[config.mk]
export PLATFORM = sky130hd
export DESIGN_NAME = tff_state_monitor
export DESIGN_NICKNAME = d
export VERILOG_FILES = /design/src/rtl/tff_state_mon_pkg.sv /design/src/rtl/tff_period_meter.sv /design/src/rtl/tff_state_monitor.sv
export SDC_FILE = /design/constraint.sdc
export NUM_CORES = 1
export LEC_CHECK = 0
export ABC_CLOCK_PERIOD_IN_PS = 2980
export BUFFER_PORTS_ARGS = -buffer_cell sky130_fd_sc_hd__buf_2
export CORE_MARGIN = 2
export CORE_UTILIZATION = 58
export CTS_CLUSTER_DIAMETER = 200
export CTS_CLUSTER_SIZE = 12
export DETAILED_ROUTE_END_ITERATION = 7
export PLACE_DENSITY = 0.84
export SLEW_MARGIN = 10
export SYNTH_ARGS = -nofsm -noshare
export SYNTH_HDL_FRONTEND = slang
export SYNTH_SLANG_ARGS = --single-unit
[constraint.sdc]
create_clock -name clock -period 2.98 [get_ports clock]
set_input_delay 0.149 -clock clock [delete_from_list [all_inputs] [get_ports clock]]
set_output_delay 0.149 -clock clock [all_outputs]
set_load 0.05 [all_outputs]
[src/rtl/tff_state_mon_pkg.sv]
// Shared types and the toggle-equation predictor for the T-flip-flop counter monitor.
package tff_state_mon_pkg;

  typedef logic [3:0] state_t;

  typedef enum logic [1:0] {IDLE, PRIME, RUN, FAULT} mon_state_e;

  // Bit order {A,B,C,D}: TA=C&D, TB=D, TC=1, TD=0.
  function automatic state_t next_state(state_t s);
    logic ta;
    logic tb;
    ta = s[1] & s[0];
    tb = s[0];
    return {s[3] ^ ta, s[2] ^ tb, ~s[1], s[0]};
  endfunction

endpackage

[src/rtl/tff_period_meter.sv]
// Measures the revisit period of REF_STATE over consecutive enabled samples.
module tff_period_meter
  import tff_state_mon_pkg::*;
#(
  parameter int unsigned PERIOD_W  = 8,
  parameter state_t      REF_STATE = 4'b0000
) (
  input  logic                clock,
  input  logic                reset,
  input  logic                clear,
  input  logic                sample,
  input  state_t              state_in,
  output logic [PERIOD_W-1:0] period,
  output logic                period_valid
);

  logic [PERIOD_W-1:0] pc_q, pc_d, pc_inc;
  logic [PERIOD_W-1:0] period_q, period_d;
  logic                armed_q, armed_d;
  logic                pv_q, pv_d;

  assign pc_inc = (pc_q == '1) ? pc_q : pc_q + PERIOD_W'(1);

  always_comb begin
    pc_d     = pc_q;
    armed_d  = armed_q;
    period_d = period_q;
    pv_d     = 1'b0;
    if (clear) begin
      pc_d    = '0;
      armed_d = 1'b0;
    end else if (sample) begin
      if (state_in == REF_STATE) begin
        // First visit only arms; later visits report samples since the previous one.
        if (armed_q) begin
          period_d = pc_inc;
          pv_d     = 1'b1;
        end
        armed_d = 1'b1;
        pc_d    = '0;
      end else begin
        pc_d = pc_inc;
      end
    end
  end

  always_ff @(posedge clock or negedge reset) begin
    if (!reset) begin
      pc_q     <= '0;
      armed_q  <= 1'b0;
      period_q <= '0;
      pv_q     <= 1'b0;
    end else begin
      pc_q     <= pc_d;
      armed_q  <= armed_d;
      period_q <= period_d;
      pv_q     <= pv_d;
    end
  end

  assign period       = period_q;
  assign period_valid = pv_q;

endmodule

[src/rtl/tff_state_monitor.sv]
// Checks the 4-bit T-FF counter for illegal transitions and measures a reference-state period.
// Optional sample history built when TFF_STATE_MON_HISTORY_EN is defined.
module tff_state_monitor
  import tff_state_mon_pkg::*;
#(
  parameter int unsigned CNT_W     = 4,
  parameter int unsigned ERR_LIMIT = 1,
  parameter int unsigned PERIOD_W  = 8,
  parameter state_t      REF_STATE = 4'b0000
) (
  input  logic                clock,
  input  logic                reset,
  input  logic                en,
  input  logic [3:0]          state_in,
  input  logic                fault_clr,
  output logic                mismatch,
  output logic                fault,
  output logic [CNT_W-1:0]    err_count,
  output logic [PERIOD_W-1:0] period,
  output logic                period_valid,
  output logic [15:0]         hist
);

  mon_state_e       st_q, st_d;
  state_t           prev_q, prev_d;
  logic             mismatch_q, mismatch_d;
  logic             fault_q, fault_d;
  logic [CNT_W-1:0] err_q, err_d, err_inc;
  logic             bad;
  logic             sample;
  logic             pm_clear;

  assign err_inc  = (err_q == '1) ? err_q : err_q + CNT_W'(1);
  assign sample   = ((st_q == PRIME) || (st_q == RUN)) && en;
  assign pm_clear = (st_q == IDLE) || (st_q == FAULT);

  always_comb begin
    st_d       = st_q;
    prev_d     = prev_q;
    mismatch_d = 1'b0;
    fault_d    = fault_q;
    err_d      = err_q;
    bad        = 1'b0;
    unique case (st_q)
      IDLE: begin
        if (en) st_d = PRIME;
      end
      PRIME: begin
        if (en) begin
          prev_d = state_in;
          st_d   = RUN;
        end else begin
          st_d = IDLE;
        end
      end
      RUN: begin
        // Clear takes priority over a coincident bad transition.
        if (fault_clr) begin
          st_d    = PRIME;
          fault_d = 1'b0;
          err_d   = '0;
        end else if (en) begin
          bad    = (state_in != next_state(prev_q));
          prev_d = state_in;
          if (bad) begin
            mismatch_d = 1'b1;
            err_d      = err_inc;
            if ((ERR_LIMIT != 0) && (32'(err_inc) == ERR_LIMIT)) begin
              st_d    = FAULT;
              fault_d = 1'b1;
            end
          end
        end else begin
          st_d = IDLE;
        end
      end
      FAULT: begin
        if (fault_clr) begin
          st_d    = PRIME;
          fault_d = 1'b0;
          err_d   = '0;
        end
      end
      default: st_d = IDLE;
    endcase
  end

  always_ff @(posedge clock or negedge reset) begin
    if (!reset) begin
      st_q       <= IDLE;
      prev_q     <= '0;
      mismatch_q <= 1'b0;
      fault_q    <= 1'b0;
      err_q      <= '0;
    end else begin
      st_q       <= st_d;
      prev_q     <= prev_d;
      mismatch_q <= mismatch_d;
      fault_q    <= fault_d;
      err_q      <= err_d;
    end
  end

  assign mismatch  = mismatch_q;
  assign fault     = fault_q;
  assign err_count = err_q;

  tff_period_meter #(
    .PERIOD_W  (PERIOD_W),
    .REF_STATE (REF_STATE)
  ) u_period_meter (
    .clock        (clock),
    .reset        (reset),
    .clear        (pm_clear),
    .sample       (sample),
    .state_in     (state_in),
    .period       (period),
    .period_valid (period_valid)
  );

`ifdef TFF_STATE_MON_HISTORY_EN
  logic [15:0] hist_q;

  // FAULT is outside the sampling states, so history freezes there by construction.
  always_ff @(posedge clock or negedge reset) begin
    if (!reset) begin
      hist_q <= '0;
    end else if (sample) begin
      hist_q <= {hist_q[11:0], state_in};
    end
  end

  assign hist = hist_q;
`else
  assign hist = '0;
`endif

endmodule

==> results by group <==
Clocking
  • Total clock sinks: 30
  • TritonCTS clock tree: built
  • H-Tree Depth: 2
  • CTS buffer count: 5
  • Total setup buffers inserted after CTS: 0
  • CTS max path bufs: 2
  • Clock transition at path regs: 100 ps
  • Root Driver: clkbuf_4
  • Worst skew pair latency: 340 ps

Worst setup path
  • Crit-path leading delay family: simple AND/OR/NAND/NOR gates
  • Crit. Startpoint: err_count[0]$_DFFE_PN0P_
  • CP startpoint kind: flop
  • WP depth: 6
  • Reg2Reg Launch Point: err_count[0]$_DFFE_PN0P_
  • Worst Path Max Fanout: 7
  • Reg2reg end: st_q[0]$_DFFE_PN0P_
  • R2R cell count: 6
  • CP Class: flop to flop
  • R2R setup slack: 1120 ps
  • Data required time at the worst endpoint: 3210 ps
  • CP Capture Type: flop
  • CP endpoint: st_q[0]$_DFFE_PN0P_
  • CP arrival: ~2100 ps
  • Crit-path cells: ha_1 > and2_1 > a21oi_1 > a211oi_1 > or3_1 > a22o_1
  • WP buf/inv: 0
  • Critical-path top delay cell: dfrtp_1
  • CP peak stage delay: 440 ps

STA
  • Max-slew violations: 0
  • Fmax: 538 MHz
  • Rel. slew slack: 55.6%
  • PnR worst setup slack: 1120 ps
  • Period minus WS final: between 1500 and 2000 ps
  • Unrepaired setup endpoints after global routing: no
  • Final Hold Vio Count: 0
  • Final TNS setup: 0 ps
  • Hold Slack: 60.9 ps
  • Final period util: roughly 62%
  • Worst-Margin Slew: 666 ps
  • Setup violators final: 0
  • Final Skew: 7.35 ps

GRT
  • Vias in the first global route: between 1,000 and 1,500
  • Grt ovf: 0
  • Antenna violations before repair: 0
  • First-pass GRT wire length: 5.29 mm
  • Largest net degree at the start of global routing: 31
  • GRT Util Overall: 20.2%

Layout
  • Fin cells: 253
  • Share of cells above drive strength 1: 15.9%
  • NumNets Final: about 230
  • Post-route cell area: 0.00195 mm^2
  • Area Growth Syn to Fin: 8.33%
  • Antenna diode count: 0

Yosys
  • Simple-gate share of the synthesized area: 17.7%
  • Post-synthesis mux area share: 4.30%
  • Synth cell types: 45
  • Fraction of registers with async set/reset: 100%
  • Mapped Area: 0.00180 mm^2
  • Mapped Avg Cell Area: 9.34 um^2
  • Cell count after synthesis: 193
  • Yosys warnings: 0
  • Synth Area in XOR/XNOR: 4.72%
  • Largest family of logic cells by synthesized area: simple AND/OR/NAND/NOR gates
  • Synth Area in Compound Gates: 17.4%
  • Flops & latches, synth: 30
  • Register area share after synthesis: 41.6%
  • Adder and majority gate portion of the synthesized area: 4.86%
  • Synth area leader: dfrtp_1
  • Main synth FF type: dfrtp_1
  • Post-synth top area share: about two fifths
  • Top cells by area, synth: dfrtp_1 42%, buf_4 6.7%, ha_1 4.9%, nand2_1 4.4%, o21ai_1 3.3%
  • Post-synth EDFFs: 0

Status
  • Outcome: completed

Placed design
  • Setup WS pre-CTS: about 1100 ps
  • RD Place Congestion: 0.809
  • Number of port buffers: 22
  • DP Cell Count: 244
  • Post-DP Area: 0.00188 mm^2
  • Detailed placement HPWL: 2.32 mm

Power and ir drop
  • Maximum vdd drop: 506 uV
  • Power Density: 731 mW/mm^2
  • P_leak: 0.932 nW

Flow run
  • Max cap viols: 0

Drt
  • Post-DRT Antenna Nets: 0
  • WL per Instance: 12.6 um
  • Total number of vias: 1,412
  • Routed wire length: 3.19 mm
  • First-pass iteration count of the detailed router: 4
  • DRC: 0
  • Initial DRC count: 52
  • Vias per cell: 5.58

Die
  • Core Region: ~0.0030 mm^2
  • Effective utilization at floorplan: 60.0%
  • Ports: 39
  • Cell Rows: 20
  • Die width: between 50 and 60 um
  • Die H: ~60 um
  • Die Area: 0.00357 mm^2

Worst hold path
  • Min-Delay Path Class: input pin to flop
[per-layer routing]
layer	track usage, %	wire length, um	vias to the layer above	part of all wire (%)
li1	-	-	707	-
met1	26.3	1470	654	46
met2	31.1	1470	44	46
met3	5.84	176	7	5.5
met4	9.52	70	0	2.2
met5	0	0	-	0
[through the flow]
step / power [mW] / util, %
after floorplan: 1.07 / -
after global placement: 1.16 / 62.6
after detailed placement: 1.17 / 62.6
after CTS: 1.44 / 65.0
after global routing: 1.53 / 65.0
final: 1.43 / 65.0
[sequential cells by signal (all words and copies together) (netlist names)]
| name | cells |
|---|---|
| err_count | 4 |
| fault | 1 |
| mismatch | 1 |
| prev_q | 4 |
| st_q | 2 |
| u_period_meter.armed_q | 1 |
| u_period_meter.pc_q | 8 |
| u_period_meter.period | 8 |
| u_period_meter.period_valid | 1 |
[what timing repair did]
item	in CTS	in global routing
gates resized for setup	0	0
hold buffers	1	0
hold endpoints to repair	30	0
[worst min path at each step]
stage	from	endpoint	slack, ps	depth (start not counted)
2_1_floorplan	reset	err_count[0]$_DFFE_PN0P_	-150	0
3_3_place_gp	reset	prev_q[2]$_DFFE_PN0P_	220	1
3_5_place_dp	reset	u_period_meter.period[1]$_DFFE_PN0P_	220	1
4_1_cts	state_in[2]	prev_q[2]$_DFFE_PN0P_	50	2
5_1_grt	state_in[2]	prev_q[2]$_DFFE_PN0P_	70	2
6_report	state_in[2]	prev_q[2]$_DFFE_PN0P_	60	2
[Yosys cell counts, types with 2 or more instances]
| cell type | count |
|---|---|
| inv_1 | 8 |
| a211oi_1 | 3 |
| clkbuf_1 | 3 |
| nand3_1 | 6 |
| nand2_1 | 21 |
| nand2b_1 | 3 |
| dfrtp_1 | 30 |
| xnor2_1 | 4 |
| a22o_1 | 2 |
| o211ai_1 | 2 |
| o21a_1 | 2 |
| o21ai_1 | 12 |
| or4_1 | 2 |
| xor2_1 | 3 |
| nor3_1 | 3 |
| a21oi_1 | 6 |
| buf_4 | 16 |
| ha_1 | 7 |
| mux2_1 | 4 |
| a31oi_1 | 4 |
| nor2_1 | 12 |
| nand4_1 | 4 |
| o31ai_1 | 3 |
| nor2b_1 | 6 |
| o21ai_0 | 6 |
| and2_1 | 2 |
[power breakdown]
group	switching, mW	total, mW	internal [mW]	leakage, nW
Sequential	0.0763	0.557	0.481	0.403
Clock	0.148	0.261	0.113	0.0343
Combinational	0.380	0.609	0.229	0.495
[cells by family after synthesis]
family | Yosys count
adders and majority gates | 7
and+or+nand+nor | 65
buffers and inverters | 28
xor gates and xnor gates | 8
AOI/OAI and AO/OA | 48
muxes | 6
other | 1
DFF | 30
[cells in the final DEF, fill, tap and decap left out, drive strengths merged, types with 3 or more instances in the layout]
cell type  instances
nand3              6
o21ai             18
xnor2              4
o31ai              3
conb              16
a21oi              6
nand4              4
nand2b             3
nor2b              6
buf               22
nand2             21
inv                9
xor2               3
ha                 7
a211oi             4
nor3               3
a31oi              4
clkbuf             6
dfrtp             30
mux2               4
nor2              12
[cell type report]
cell class / count / area [um^2]
clock inverter: 2 / 12.5
fill: 267 / 1050
clock buffer: 6 / 51.3
tap: 33 / 41.3
timing repair buffer: 23 / 120
multi-input combinational: 150 / 943
inverter: 9 / 33.8
sequential: 30 / 751
Power figures use the tool's default switching activity.
